==> src/rtl/seq_divider.sv <==
// Multi-cycle restoring divider (RV64M DIV/DIVU/REM/REMU) with its 64-bit add_sub trial subtractor.
// Optional DIV_EARLY_OUT_EN: divide-by-zero and signed overflow skip CALC/FIX and finish directly.
module add_sub #(
  parameter int unsigned W = 64
) (
  input  logic [W-1:0] in1,
  input  logic [W-1:0] in2,
  input  logic         sub,
  output logic [W-1:0] sum_out,
  output logic         carry_out
);
  logic [W-1:0] b;
  logic [W:0]   c;

  always_comb begin
    b    = sub ? ~in2 : in2;
    c    = '0;
    c[0] = sub;
    sum_out = '0;
    for (int unsigned i = 0; i < W; i++) begin
      sum_out[i] = in1[i] ^ b[i] ^ c[i];
      c[i+1]     = (in1[i] & b[i]) | (in1[i] & c[i]) | (b[i] & c[i]);
    end
    carry_out = c[W];
  end
endmodule

module seq_divider #(
  parameter int unsigned XLEN  = 64,
  parameter int unsigned CNT_W = 7
) (
  input  logic            clk,
  input  logic            rst_n,
  input  logic            start,
  input  logic            is_signed,
  input  logic [XLEN-1:0] dividend,
  input  logic [XLEN-1:0] divisor,
  output logic            busy,
  output logic            done,
  output logic [XLEN-1:0] quotient,
  output logic [XLEN-1:0] remainder,
  output logic            div_by_zero
);
  typedef enum logic [1:0] {IDLE, CALC, FIX, DONE} state_t;

  localparam logic [XLEN-1:0]  MIN_VAL = {1'b1, {(XLEN-1){1'b0}}};
  localparam logic [CNT_W-1:0] LAST    = CNT_W'(XLEN - 1);

  state_t          state;
  logic [XLEN-1:0] q_sh;
  logic [XLEN-1:0] r_part;
  logic [XLEN-1:0] dvsr_mag;
  logic [XLEN-1:0] dvd_orig;
  logic            neg_q;
  logic            neg_r;
  logic            dz;
  logic            ovf;
  logic [CNT_W-1:0] count;

  logic            in_dvd_neg;
  logic            in_dvsr_neg;
  logic [XLEN-1:0] in_dvd_mag;
  logic [XLEN-1:0] in_dvsr_mag;
  logic            in_dz;
  logic            in_ovf;

  always_comb begin
    in_dvd_neg  = is_signed & dividend[XLEN-1];
    in_dvsr_neg = is_signed & divisor[XLEN-1];
    in_dvd_mag  = in_dvd_neg  ? (~dividend + 1'b1) : dividend;
    in_dvsr_mag = in_dvsr_neg ? (~divisor  + 1'b1) : divisor;
    in_dz       = (divisor == '0);
    in_ovf      = is_signed && (dividend == MIN_VAL) && (divisor == '1);
  end

  // Partial remainder shifted left with the next dividend bit pulled from the quotient shifter's MSB.
  logic [XLEN:0]   s_ext;
  logic [XLEN-1:0] diff;
  logic            no_borrow;
  logic            keep;

  assign s_ext = {r_part, q_sh[XLEN-1]};

  add_sub #(.W(XLEN)) u_add_sub (
    .in1       (s_ext[XLEN-1:0]),
    .in2       (dvsr_mag),
    .sub       (1'b1),
    .sum_out   (diff),
    .carry_out (no_borrow)
  );

  assign keep = s_ext[XLEN] | no_borrow;

  logic [XLEN-1:0] fix_q;
  logic [XLEN-1:0] fix_r;
  logic            fix_dz;

  always_comb begin
    fix_q  = neg_q ? (~q_sh   + 1'b1) : q_sh;
    fix_r  = neg_r ? (~r_part + 1'b1) : r_part;
    fix_dz = 1'b0;
    if (dz) begin
      fix_q  = '1;
      fix_r  = dvd_orig;
      fix_dz = 1'b1;
    end else if (ovf) begin
      fix_q = dvd_orig;
      fix_r = '0;
    end
  end

  always_ff @(posedge clk or negedge rst_n) begin
    if (!rst_n) begin
      state       <= IDLE;
      busy        <= 1'b0;
      done        <= 1'b0;
      quotient    <= '0;
      remainder   <= '0;
      div_by_zero <= 1'b0;
      q_sh        <= '0;
      r_part      <= '0;
      dvsr_mag    <= '0;
      dvd_orig    <= '0;
      neg_q       <= 1'b0;
      neg_r       <= 1'b0;
      dz          <= 1'b0;
      ovf         <= 1'b0;
      count       <= '0;
    end else begin
      done <= 1'b0;
      case (state)
        IDLE: begin
          if (start) begin
            dvd_orig <= dividend;
            dvsr_mag <= in_dvsr_mag;
            q_sh     <= in_dvd_mag;
            r_part   <= '0;
            count    <= '0;
            neg_q    <= in_dvd_neg ^ in_dvsr_neg;
            neg_r    <= in_dvd_neg;
            dz       <= in_dz;
            ovf      <= in_ovf;
            busy     <= 1'b1;
`ifdef DIV_EARLY_OUT_EN
            if (in_dz || in_ovf) begin
              quotient    <= in_dz ? '1 : dividend;
              remainder   <= in_dz ? dividend : '0;
              div_by_zero <= in_dz;
              done        <= 1'b1;
              state       <= DONE;
            end else begin
              state <= CALC;
            end
`else
            state <= CALC;
`endif
          end
        end
        CALC: begin
          q_sh   <= {q_sh[XLEN-2:0], keep};
          r_part <= keep ? diff : s_ext[XLEN-1:0];
          count  <= count + 1'b1;
          if (count == LAST) state <= FIX;
        end
        FIX: begin
          quotient    <= fix_q;
          remainder   <= fix_r;
          div_by_zero <= fix_dz;
          done        <= 1'b1;
          state       <= DONE;
        end
        DONE: begin
          busy  <= 1'b0;
          state <= IDLE;
        end
        default: begin
          busy  <= 1'b0;
          state <= IDLE;
        end
      endcase
    end
  end
endmodule

==> config.mk <==
export PLATFORM = sky130hd
export DESIGN_NAME = seq_divider
export DESIGN_NICKNAME = d
export VERILOG_FILES = /design/src/rtl/seq_divider.sv
export SDC_FILE = /design/constraint.sdc
export NUM_CORES = 1
export LEC_CHECK = 0
export CAP_MARGIN = 40
export CORE_UTILIZATION = 35
export CTS_BUF_LIST = sky130_fd_sc_hd__clkbuf_8 sky130_fd_sc_hd__clkbuf_16
export DETAILED_ROUTE_END_ITERATION = 8
export PLACE_DENSITY = 0.53
export SLEW_MARGIN = 20
export SYNTH_ARGS = -nofsm -noshare
export SYNTH_HDL_FRONTEND = slang
export SYNTH_SLANG_ARGS = --single-unit
==> constraint.sdc <==
create_clock -name clk -period 29.4 [get_ports clk]
set_clock_uncertainty 0.15 [all_clocks]
set_input_delay 7.35 -clock clk [delete_from_list [all_inputs] [get_ports clk]]
set_output_delay 7.35 -clock clk [all_outputs]
set_load 0.1 [all_outputs]
# ---- Yosys cells after proc, flatten, opt, wreduce, memory -nomap -nowiden
# Cells that the tools add are included.
dict set report classes {
  addsub 5
  multipliers 0
  div 0
  order_cmp 0
  n_eq_ne 8
  shift 0
  n_mux 22
  bitwise_logic 455
  n_reduce_logical 10
}
# cell count
set ops {}
lappend ops {{$mux W64} 11}
lappend ops {{$not A64 Y64} 5}
lappend ops {{$add A64 B1 Y64 const B} 4}
lappend ops {{$pmux W64 S2} 2}
lappend ops {{$and A1 B1 Y1} 192}
lappend ops {{$or A1 B1 Y1} 129}
lappend ops {{$eq A64 B64 Y1 const B} 2}
lappend ops {{$xor A1 B1 Y1} 128}
lappend ops {{$logic_not A64 Y1} 1}
lappend ops {{$pmux W7 S2} 1}
lappend ops {{$pmux W2 S4} 1}
lappend ops {{$reduce_and A2 Y1} 4}
lappend ops {{$add A7 B1 Y7 const B} 1}
lappend ops {{$eq A7 B6 Y1 const B} 1}
lappend ops {{$mux W7} 1}
lappend ops {{$eq A2 B2 Y1 const B} 2}
lappend ops {{$mux W2} 2}
lappend ops {{$ne A2 B2 Y1 const B} 2}
lappend ops {{$reduce_bool A2 Y1} 2}
lappend ops {{$mux W1} 3}
lappend ops {{$eq A2 B1 Y1 const B} 1}
lappend ops {{$logic_and A1 B1 Y1} 2}
lappend ops {{$logic_not A2 Y1} 1}
lappend ops {{$pmux W1 S2} 1}
lappend ops {{$not A1 Y1} 1}
dict set report totals {
  regBits 400
  latch_bits 0
  ram_bits 0
  mem_bits_ro 0
  in_bits 132
  out_inout_bits 131
  elab_cells 515
  n_memories 0
}

# ---- Longest topological paths before layout
# Gate-level depths: netlist of run 1.
dict set report logic_depth {
  depth_word 196
  mapped_depth 74
  depth_no_buf 72
}

# ---- Modules after synthesis
# From an unflattened synthesis of run 1, not the netlist that was laid out.
dict set report hier_totals {
  hier_cells 2825
  hier_area_um2 24831.3
}
# mod instances cells_per_inst area_each_um2
set by_module_without_submodules {}
lappend by_module_without_submodules {seq_divider 1 2568 22439.0}
lappend by_module_without_submodules {add_sub 1 257 2392.3}

# ---- Worst setup path before layout of run 1
# Ideal clock, no wire load.
dict set report synth_timing {
  kind {register to register}
  from {reg q_sh[63]}
  to {reg r_part[57]}
  arrival_ns 25.735
  required_time_ns 29.115
  path_slack_ns 3.381
  path_stages_with_launch 74
  n_path_buf 2
  synth_period_minus_slack_ns 26.019
  cell_sequence {dfrtp_1 > inv_1 > ha_1 > inv_1 > fa_1 > fa_1 > fa_1 > fa_1 > fa_1 > fa_1 > fa_1 > fa_1 > fa_1 > fa_1 > fa_1 > fa_1 > fa_1 > fa_1 > [38 not listed] > fa_1 > fa_1 > fa_1 > fa_1 > fa_1 > fa_1 > fa_1 > fa_1 > fa_1 > inv_1 > fa_1 > inv_1 > fa_1 > nor2_1 > buf_1 > buf_1 > mux2i_1 > o21ai_0}
}
dict set report synth_between {
  elab_chain_len 195
}
# item line
set synth_rtl {}
lappend synth_rtl {{start, declared} 50} ;# logic [XLEN-1:0] q_sh;
lappend synth_rtl {{start signal, assigned} 136} ;# q_sh <= in_dvd_mag;
lappend synth_rtl {{start signal, assigned} 160} ;# q_sh <= {q_sh[XLEN-2:0], keep};
lappend synth_rtl {{$and A1 B1 Y1} 22} ;# c[i+1] = (in1[i] & b[i]) | (in1[i] & c[i]) | (b[i] & c[i]);
lappend synth_rtl {{$or A1 B1 Y1 * (2 in a row)} 22}
lappend synth_rtl {{$and A1 B1 Y1} 22}
lappend synth_rtl {{$or A1 B1 Y1} 22}
lappend synth_rtl {{$or A1 B1 Y1 *} 22}
lappend synth_rtl {{$and A1 B1 Y1} 22}
lappend synth_rtl {{$or A1 B1 Y1} 22}
lappend synth_rtl {{$or A1 B1 Y1 *} 22}
lappend synth_rtl {{[175 not listed]} --}
lappend synth_rtl {{$or A1 B1 Y1 (2 in a row)} 22}
lappend synth_rtl {{$and A1 B1 Y1} 22}
lappend synth_rtl {{$or A1 B1 Y1 (2 in a row)} 22}
lappend synth_rtl {{$and A1 B1 Y1} 22}
lappend synth_rtl {{$or A1 B1 Y1 (2 in a row)} 22}
lappend synth_rtl {{$or A1 B1 Y1} 92} ;# assign keep = s_ext[XLEN] | no_borrow;
lappend synth_rtl {{$mux W64 *} 161} ;# r_part <= keep ? diff : s_ext[XLEN-1:0];
lappend synth_rtl {{$pmux W64 S2 *} 131} ;# case (state)
lappend synth_rtl {{end signal, assigned} 161}
lappend synth_rtl {{end, declared} 51} ;# logic [XLEN-1:0] r_part;
# Every way passes the cells marked *; elsewhere a longest branch is shown, timed or not.
# A chain may end at the register's enable or synchronous reset.

# ---- Worst setup path after layout of run 1
dict set report layout_timing {
  from {reg q_sh[63]}
  to {reg r_part[40]}
}
dict set report layout_between {
  elab_chain_len 195
}
# item line
set layout_rtl {}
lappend layout_rtl {{$and A1 B1 Y1} 22}
lappend layout_rtl {{$or A1 B1 Y1 * (2 in a row)} 22}
lappend layout_rtl {{$and A1 B1 Y1} 22}
lappend layout_rtl {{$or A1 B1 Y1} 22}
lappend layout_rtl {{$or A1 B1 Y1 *} 22}
lappend layout_rtl {{$and A1 B1 Y1} 22}
lappend layout_rtl {{$or A1 B1 Y1} 22}
lappend layout_rtl {{$or A1 B1 Y1 *} 22}
lappend layout_rtl {{[175 not listed]} --}
lappend layout_rtl {{$or A1 B1 Y1 (2 in a row)} 22}
lappend layout_rtl {{$and A1 B1 Y1} 22}
lappend layout_rtl {{$or A1 B1 Y1 (2 in a row)} 22}
lappend layout_rtl {{$and A1 B1 Y1} 22}
lappend layout_rtl {{$or A1 B1 Y1 (2 in a row)} 22}
lappend layout_rtl {{$or A1 B1 Y1} 92}
lappend layout_rtl {{$mux W64 *} 161}
lappend layout_rtl {{$pmux W64 S2 *} 131}
# Marks and branches as above.

==> impl_metrics.json, run 1 <==
{
  "status": "finished clean",
  "fillers": 6280,
  "clk_transition_reported_paths_ps": 60,
  "setup.worst_path.end_class": "flop",
  "final-setup-viol-count": 0,
  "grt_start_max_net_pins": 82,
  "simple_logic_cell_fraction_of_the_synthesized_area_pct": 17.49,
  "combinational_family_with_the_most_area_after_synthesis": "compound AO/OA/AOI/OAI gates",
  "ioPinCount": 263,
  "number_of_nets_at_the_end_of_the_flow": 3228,
  "floorplan.die_area_um2": 68820,
  "hold_class": "flop to flop",
  "postCtsResizedCells": 0,
  "syn-num-nets": 2914,
  "synth-edff-count": 0,
  "power-per-cell-area_nw_per_um2": 127.1,
  "synth_area_um2": 23720,
  "min_period_ps": 26790,
  "placementRows": 95,
  "synth-compound-area-share_pct": 17.96,
  "path_max_fanout": 42,
  "detailedPlacementHpwl_um": 63980,
  "floorplan.core_area_um2": 67160,
  "grt_first_pass_wirelength_um": 133300,
  "synth_mux_area_share_pct": 2.970,
  "dr_total_vias": 21528,
  "min_from": "dvsr_mag[10]",
  "floorplan.die.width_um": 262.3,
  "drt-vias-per-instance": 5.471,
  "cts_setup_buffers": 0,
  "synth_seq_cells": 400,
  "detailedRoute.firstPassIterationCount": 6,
  "slowest_stage": "sky130_fd_sc_hd__fa_1",
  "initial_antenna_violation_count": 0,
  "cellLeakagePower_nw": 13.49,
  "clkSinkCount": 400,
  "num_antenna_cells": 0,
  "post_synth_fa_ha_maj_area_fraction_pct": 5.897,
  "place_congestion": 0.9297,
  "tightest_slew_ps": 851.3,
  "slew_violations": 0,
  "post-route-drc-count": 0,
  "worstPathArrival_ps": 27100,
  "worstPathRequired_ps": 29710,
  "cts_tree": "built",
  "drt.antenna.violating_nets": 0,
  "yosys.area_share.xor_xnor_pct": 9.120,
  "start_util_pct": 35.32,
  "drive_gt1_share_pct": 9.895,
  "asyncSetResetFlopFracSynth_pct": 100.0,
  "cts-buffers-inserted": 48,
  "fmax_mhz": 37.32,
  "synth_cell_type_count": 64,
  "ff2ff_path_depth": 72,
  "holdBufCountCts": 0,
  "postSynthAreaPerCell_um2": 8.759,
  "setup.reg_to_reg.worst_slack_ps": 2610,
  "crit_top_cell": "sky130_fd_sc_hd__fa_1",
  "first_global_vias": 21318,
  "min_path_cells": 2,
  "ir_worst_vdd_v": 0.00007996,
  "die_y_um": 262.3,
  "synth_top_flop_cell": "sky130_fd_sc_hd__dfrtp_1",
  "htree_levels": 2,
  "post_detailed_route_wirelength_per_cell_um": 21.98,
  "area_growth_from_synthesis_to_layout_pct": 32.81,
  "cpPeakStageDelay_ps": 440,
  "total_count_of_hold_check_failures_in_the_final_report": 0,
  "cts-root-buf": "sky130_fd_sc_hd__clkbuf_16",
  "timing.slew.headroom_pct": 42.64,
  "drv.max_cap_violation_count": 0,
  "worst-setup-path-type": "flop to flop",
  "netlist_instances": 2708,
  "final.setup.tns_ps": 0,
  "initialDrtViolationCount": 2150,
  "cts_buffer_depth": 3,
  "postLayoutCellArea_um2": 31500,
  "timing.rr.start": "q_sh[63]",
  "placedInstanceArea_um2": 29600,
  "yosys_warnings": 0,
  "grt_remaining_overflow": 0,
  "insertion_delay_ps": 620,
  "rsz0062_at_grt": "no",
  "crit_start": "q_sh[63]",
  "yosysSeqAreaShare_pct": 42.20,
  "place.port_buffers": 262,
  "route.final.wire_length_um": 86480,
  "groute.usage.overall_pct": 24.93,
  "timing.critical_path.from_type": "flop",
  "final_period_utilization_pct": 91.13
}
[layout make-up]
type                    instances  area (µm²)  area share [%]
inverters                      95       356.6           1.132
clock buffers                  64        1433           4.548
flip-flops and latches        400       10010           31.79
repair buffers                438        5478           17.39
well taps                     873        1092           3.467
multi-input cells            2039       12730           40.42
clock inverters                26       395.4           1.255
[state kept, by name, summed over array words and instances, names as in the netlist, 2 cells and up]
signal and count:
q_sh 64, dvsr_mag 64, remainder 64, r_part 64
dvd_orig 64, state 2, count 7, quotient 64
[where the power goes]
group	switching [mW]	leakage, nW	internal, mW	total (mW)
clock	0.255	0.916	0.429	0.684
sequential	0.244	4.94	0.779	1.02
combinational	1.48	7.63	0.813	2.30
total	1.98	13.5	2.02	4.00
[cells in the final DEF (no fill, tap or decap), types with 5 or more instances in the layout]
cell,instances
sky130_fd_sc_hd__nand4_1,26
sky130_fd_sc_hd__nor2b_1,8
sky130_fd_sc_hd__nor3_1,55
sky130_fd_sc_hd__bufinv_16,10
sky130_fd_sc_hd__a22oi_1,49
sky130_fd_sc_hd__a31oi_1,19
sky130_fd_sc_hd__nor4_1,28
sky130_fd_sc_hd__clkinv_2,9
sky130_fd_sc_hd__ha_1,10
sky130_fd_sc_hd__a221oi_1,7
sky130_fd_sc_hd__xor2_1,153
sky130_fd_sc_hd__mux2i_1,67
sky130_fd_sc_hd__buf_8,108
sky130_fd_sc_hd__nand2_1,493
sky130_fd_sc_hd__nand3_1,29
sky130_fd_sc_hd__clkbuf_8,15
sky130_fd_sc_hd__buf_4,29
sky130_fd_sc_hd__o41ai_1,29
sky130_fd_sc_hd__dfrtp_1,397
sky130_fd_sc_hd__o22ai_1,58
sky130_fd_sc_hd__clkdlybuf4s50_1,261
sky130_fd_sc_hd__or4_1,32
sky130_fd_sc_hd__fa_1,63
sky130_fd_sc_hd__nor2_1,156
sky130_fd_sc_hd__xnor2_1,94
sky130_fd_sc_hd__a21oi_1,149
sky130_fd_sc_hd__or3_1,29
sky130_fd_sc_hd__o21ai_0,334
sky130_fd_sc_hd__o31ai_1,56
sky130_fd_sc_hd__buf_16,34
sky130_fd_sc_hd__nand2b_1,10
sky130_fd_sc_hd__o221ai_1,5
sky130_fd_sc_hd__or2_2,11
sky130_fd_sc_hd__inv_1,97
sky130_fd_sc_hd__clkbuf_16,49
sky130_fd_sc_hd__o22a_1,8
[layer usage]
layer | part of all wire [%] | global-route usage, %
met5 | 0 | 0
met3 | 6.0 | 3.298
met2 | 47 | 39.89
met4 | 2.7 | 7.917
met1 | 45 | 34.93
[worst max-delay path: cells and delay by family (launching register included)]
kind / cells / cell delay (ps)
flip-flops: 1 / 380
adder cells (fa/ha/maj): 64 / 24860
multiplexers: 1 / 230
buffers and inverters: 5 / 620
AND/OR/NAND/NOR: 1 / 260
AO/OA/AOI/OAI: 1 / 100
[path summary, 6_finish.rpt]
| kind | to |
|---|---|
| min in group asynchronous | dvd_orig[34] |
| max in group asynchronous | dvsr_mag[10] |
| worst min register to register | dvsr_mag[10] |
| worst max register to register | r_part[40] |
| worst min-delay path | dvsr_mag[10] |
| worst max-delay path | r_part[40] |
[cells in the mapped netlist (all sizes together), types with 30 or more instances]
master	instances	area (µm²)
nand2	496	1864
xnor2	94	823.3
nor2	158	593.1
nand3	30	155.1
clkbuf	152	571.8
xor2	153	1340
inv	95	356.6
nor3	56	285.3
nor4	31	215.2
fa	63	1261
dfrtp	400	10010
o21ai	335	1677
a21oi	149	745.7
mux2i	67	670.6
a22oi	49	367.9
o22ai	58	362.9
o41ai	31	297.8
o31ai	56	420.4
or4	34	262.8
[logic make-up after synthesis]
logic type,Yosys count
buf+inv,269
xor+xnor,247
flops,400
compound gates,728
mux,70
simple gates,920
fa+ha+maj,74
[stage by stage]
step                      std cells  util [%]  total power, mW  setup WS, ps  hold WS, ps
after CTS                      3932     46.80            4.008          2650        333.4
after detailed placement       3842     44.07            3.311          2684        320.4
after global placement         3699     40.30            2.921          2321        315.9
final                          3935     46.91            4.004          2607        325.3
after global routing           3935     46.91            4.210          1824        345.3
after floorplan                2708         -            2.328          3381        299.8
No activity file was read; power rests on OpenSTA's default activity.
==> inputs of run 2 (changes only) <==
CORE_MARGIN = 3   (was unset)
SYNTH_HIERARCHICAL = 1   (was unset)
==> run 2 against run 1 <==
Net effect:
- final cell count increased by 4.1%
- synthesized area rose by 4.7%
- register-to-register slack better by 270 ps
- combinational power grew 12%
- via count is 3.4% higher
==> impl_metrics.json, run 2 <==
{
  "status": "finished clean",
  "htree_levels": 2,
  "grt_remaining_overflow": 0,
  "simple_logic_cell_fraction_of_the_synthesized_area_pct": 16.53,
  "cts-buffers-inserted": 47,
  "post_detailed_route_wirelength_per_cell_um": 21.73,
  "post-synth-top-area-fraction_pct": 40.31,
  "floorplan.die_area_um2": 74180,
  "total_power_mw": 4.302,
  "crit_top_cell": "sky130_fd_sc_hd__fa_1",
  "insertion_delay_ps": 590,
  "drv.max_cap_violation_count": 0,
  "place_congestion": 0.9327,
  "cts-root-buf": "sky130_fd_sc_hd__clkbuf_16",
  "route.final.wire_length_um": 89070,
  "worstPathArrival_ps": 26810,
  "ioPinCount": 263,
  "yosys.area_share.xor_xnor_pct": 10.86,
  "synth-compound-area-share_pct": 18.27,
  "timing.slew.headroom_pct": 37.99,
  "drt.antenna.violating_nets": 0,
  "cpPeakStageDelay_ps": 450,
  "placementRows": 97,
  "asyncSetResetFlopFracSynth_pct": 100.0,
  "ff_latch_area_um2": 10010,
  "place.port_buffers": 262,
  "min_period_ps": 26520,
  "cts_tree": "built",
  "power.net_switching_mw": 2.195,
  "floorplan.die.width_um": 272.4,
  "setup.reg_to_reg.worst_slack_ps": 2880,
  "slowest_stage": "sky130_fd_sc_hd__dfrtp_1",
  "clk_transition_reported_paths_ps": 60,
  "setup.worst_path.end_class": "flop",
  "detailedPlacementHpwl_um": 65960,
  "power.clock.fraction_pct": 13.9,
  "netlist_instances": 2825,
  "grt_start_max_net_pins": 107,
  "sw_frac_of_total_pct": 51.02,
  "rsz0062_at_grt": "no",
  "floorplan.core_area_um2": 70150,
  "multi_input_comb_area_um2": 13490,
  "first_global_vias": 22170,
  "groute.usage.overall_pct": 23.67,
  "total_count_of_hold_check_failures_in_the_final_report": 0,
  "slew_violations": 0,
  "area_growth_from_synthesis_to_layout_pct": 29.45,
  "final_common_cell": "sky130_fd_sc_hd__nand2_1",
  "initial_antenna_violation_count": 3,
  "yosysSeqAreaShare_pct": 40.31,
  "pwr-share-seq_pct": 26.2,
  "fmax_mhz": 37.71,
  "synth_area_um2": 24830,
  "yosys_warnings": 6,
  "top_cells_by_count_synth": "sky130_fd_sc_hd__nand2_1 (455), sky130_fd_sc_hd__dfrtp_1 (400), sky130_fd_sc_hd__o21ai_0 (314)",
  "number_of_nets_at_the_end_of_the_flow": 3327,
  "drt-vias-per-instance": 5.430,
  "clkSinkCount": 400,
  "detailedRoute.firstPassIterationCount": 5,
  "synth-edff-count": 0,
  "timing.critical_path.from_type": "flop",
  "post_synth_fa_ha_maj_area_fraction_pct": 5.583,
  "die_y_um": 272.4,
  "cellInternalPower_mw": 2.107,
  "postCtsResizedCells": 0,
  "synth_seq_cells": 400,
  "cts_setup_buffers": 0,
  "fillers": 6717,
  "tightest_slew_ps": 930.2,
  "start_util_pct": 35.40,
  "pwr-share-comb_pct": 59.9,
  "cellLeakagePower_nw": 13.27,
  "synth_top_flop_cell": "sky130_fd_sc_hd__dfrtp_1",
  "ir_worst_vdd_v": 0.00008358,
  "netlist_top_cells_area": "sky130_fd_sc_hd__dfrtp_1 (40%), sky130_fd_sc_hd__nand2_1 (6.9%), sky130_fd_sc_hd__o21ai_0 (6.3%)",
  "holdBufCountCts": 0,
  "finalWorstSetupSlack_ps": 2880,
  "cts_buffer_depth": 3,
  "yosysMostFrequentCell": "sky130_fd_sc_hd__nand2_1",
  "hold_class": "flop to flop",
  "worstPathRequired_ps": 29690,
  "grt_first_pass_wirelength_um": 137300,
  "power-per-cell-area_nw_per_um2": 133.8,
  "combinational_family_with_the_most_area_after_synthesis": "compound AO/OA/AOI/OAI gates",
  "drive_gt1_share_pct": 9.480,
  "final_period_utilization_pct": 90.21,
  "initialDrtViolationCount": 2131,
  "synth_mux_area_share_pct": 2.751,
  "placement.setup.worst_slack_ps": 2953,
  "synth_cell_type_count": 72,
  "postSynthAreaPerCell_um2": 8.790,
  "path_max_fanout": 40,
  "final.setup.tns_ps": 0,
  "final-setup-viol-count": 0,
  "most_used_cells_in_the_layout_excluding_fill_and_tap_cells": "sky130_fd_sc_hd__nand2_1 (452), sky130_fd_sc_hd__dfrtp_1 (397), sky130_fd_sc_hd__o21ai_0 (314)",
  "syn-num-nets": 3030,
  "post-route-drc-count": 0,
  "dr_total_vias": 22253,
  "synth_top_area_cell": "sky130_fd_sc_hd__dfrtp_1",
  "worst-setup-path-type": "flop to flop"
}
[run 2: power by group through the flow]
| stage | sequential, mW | clock [mW] | combinational (mW) |
|---|---|---|---|
| global placement | 1.12 | 0 | 2.20 |
| global route | 1.16 | 0.631 | 2.77 |
| detailed placement | 1.12 | 0 | 2.57 |
| floorplan | 1.61 | 0 | 1.06 |
| CTS | 1.12 | 0.611 | 2.58 |
| finish | 1.13 | 0.598 | 2.58 |
[run 2: cell families (layout without fill, tap and decap cells)]
group / count (synthesis) / after routing
AO/OA/AOI/OAI: 760 / 760
XOR/XNOR: 308 / 308
adder cells (fa/ha/maj): 73 / 73
buffers and inverters: 350 / 679
flip-flops: 400 / 400
multiplexers: 68 / 68
other: 1 / 5
AND/OR/NAND/NOR: 865 / 865
[run 2: layout make-up]
class                      instances  area share [%]
sequential                       400           31.15
multi-input combinational       2075           41.96
clock inverter                    22          0.6578
timing repair buffer             432           16.39
clock buffer                      59           4.208
inverter                         166           1.938
antenna                            4         0.03114
tap                              940           3.659
[run 2: routing by layer]
metal / global-route usage (%) / wire length [µm]
met4: 6.848 / 2525
met1: 34.32 / 41350
met5: 0 / 0
met3: 3.805 / 5439
met2: 36.37 / 39750
[run 2: worst paths after layout]
path,start,end,cells past startpoint
min in group asynchronous,rst_n,quotient[44],1
worst max register to register,q_sh[63],r_part[1],71
max in group asynchronous,rst_n,dvsr_mag[14],5
worst min register to register,dvsr_mag[18],dvsr_mag[18],2
worst max-delay path,q_sh[63],r_part[1],71
worst min-delay path,dvsr_mag[18],dvsr_mag[18],2
[run 2: critical path: cells and delay by family, from the launching register on]
family / cells / cell delay (ps)
DFF: 1 / 450
buffers and inverters: 4 / 650
adders and majority gates: 63 / 24390
and+or+nand+nor: 1 / 90
muxes: 2 / 460
AOI/OAI and AO/OA: 1 / 120
[run 2: through the flow]
| step | util [%] | cells | hold slack (ps) | area (µm²) |
|---|---|---|---|---|
| floorplan | - | 2825 | 317.1 | 24830 |
| global placement | 40.10 | 3871 | 334.3 | 28130 |
| detailed placement | 43.51 | 4010 | 337.4 | 30520 |
| CTS | 45.74 | 4091 | 349.9 | 32090 |
| global route | 45.82 | 4096 | 375.8 | 32140 |
| finish | 45.82 | 4098 | 348.3 | 32140 |
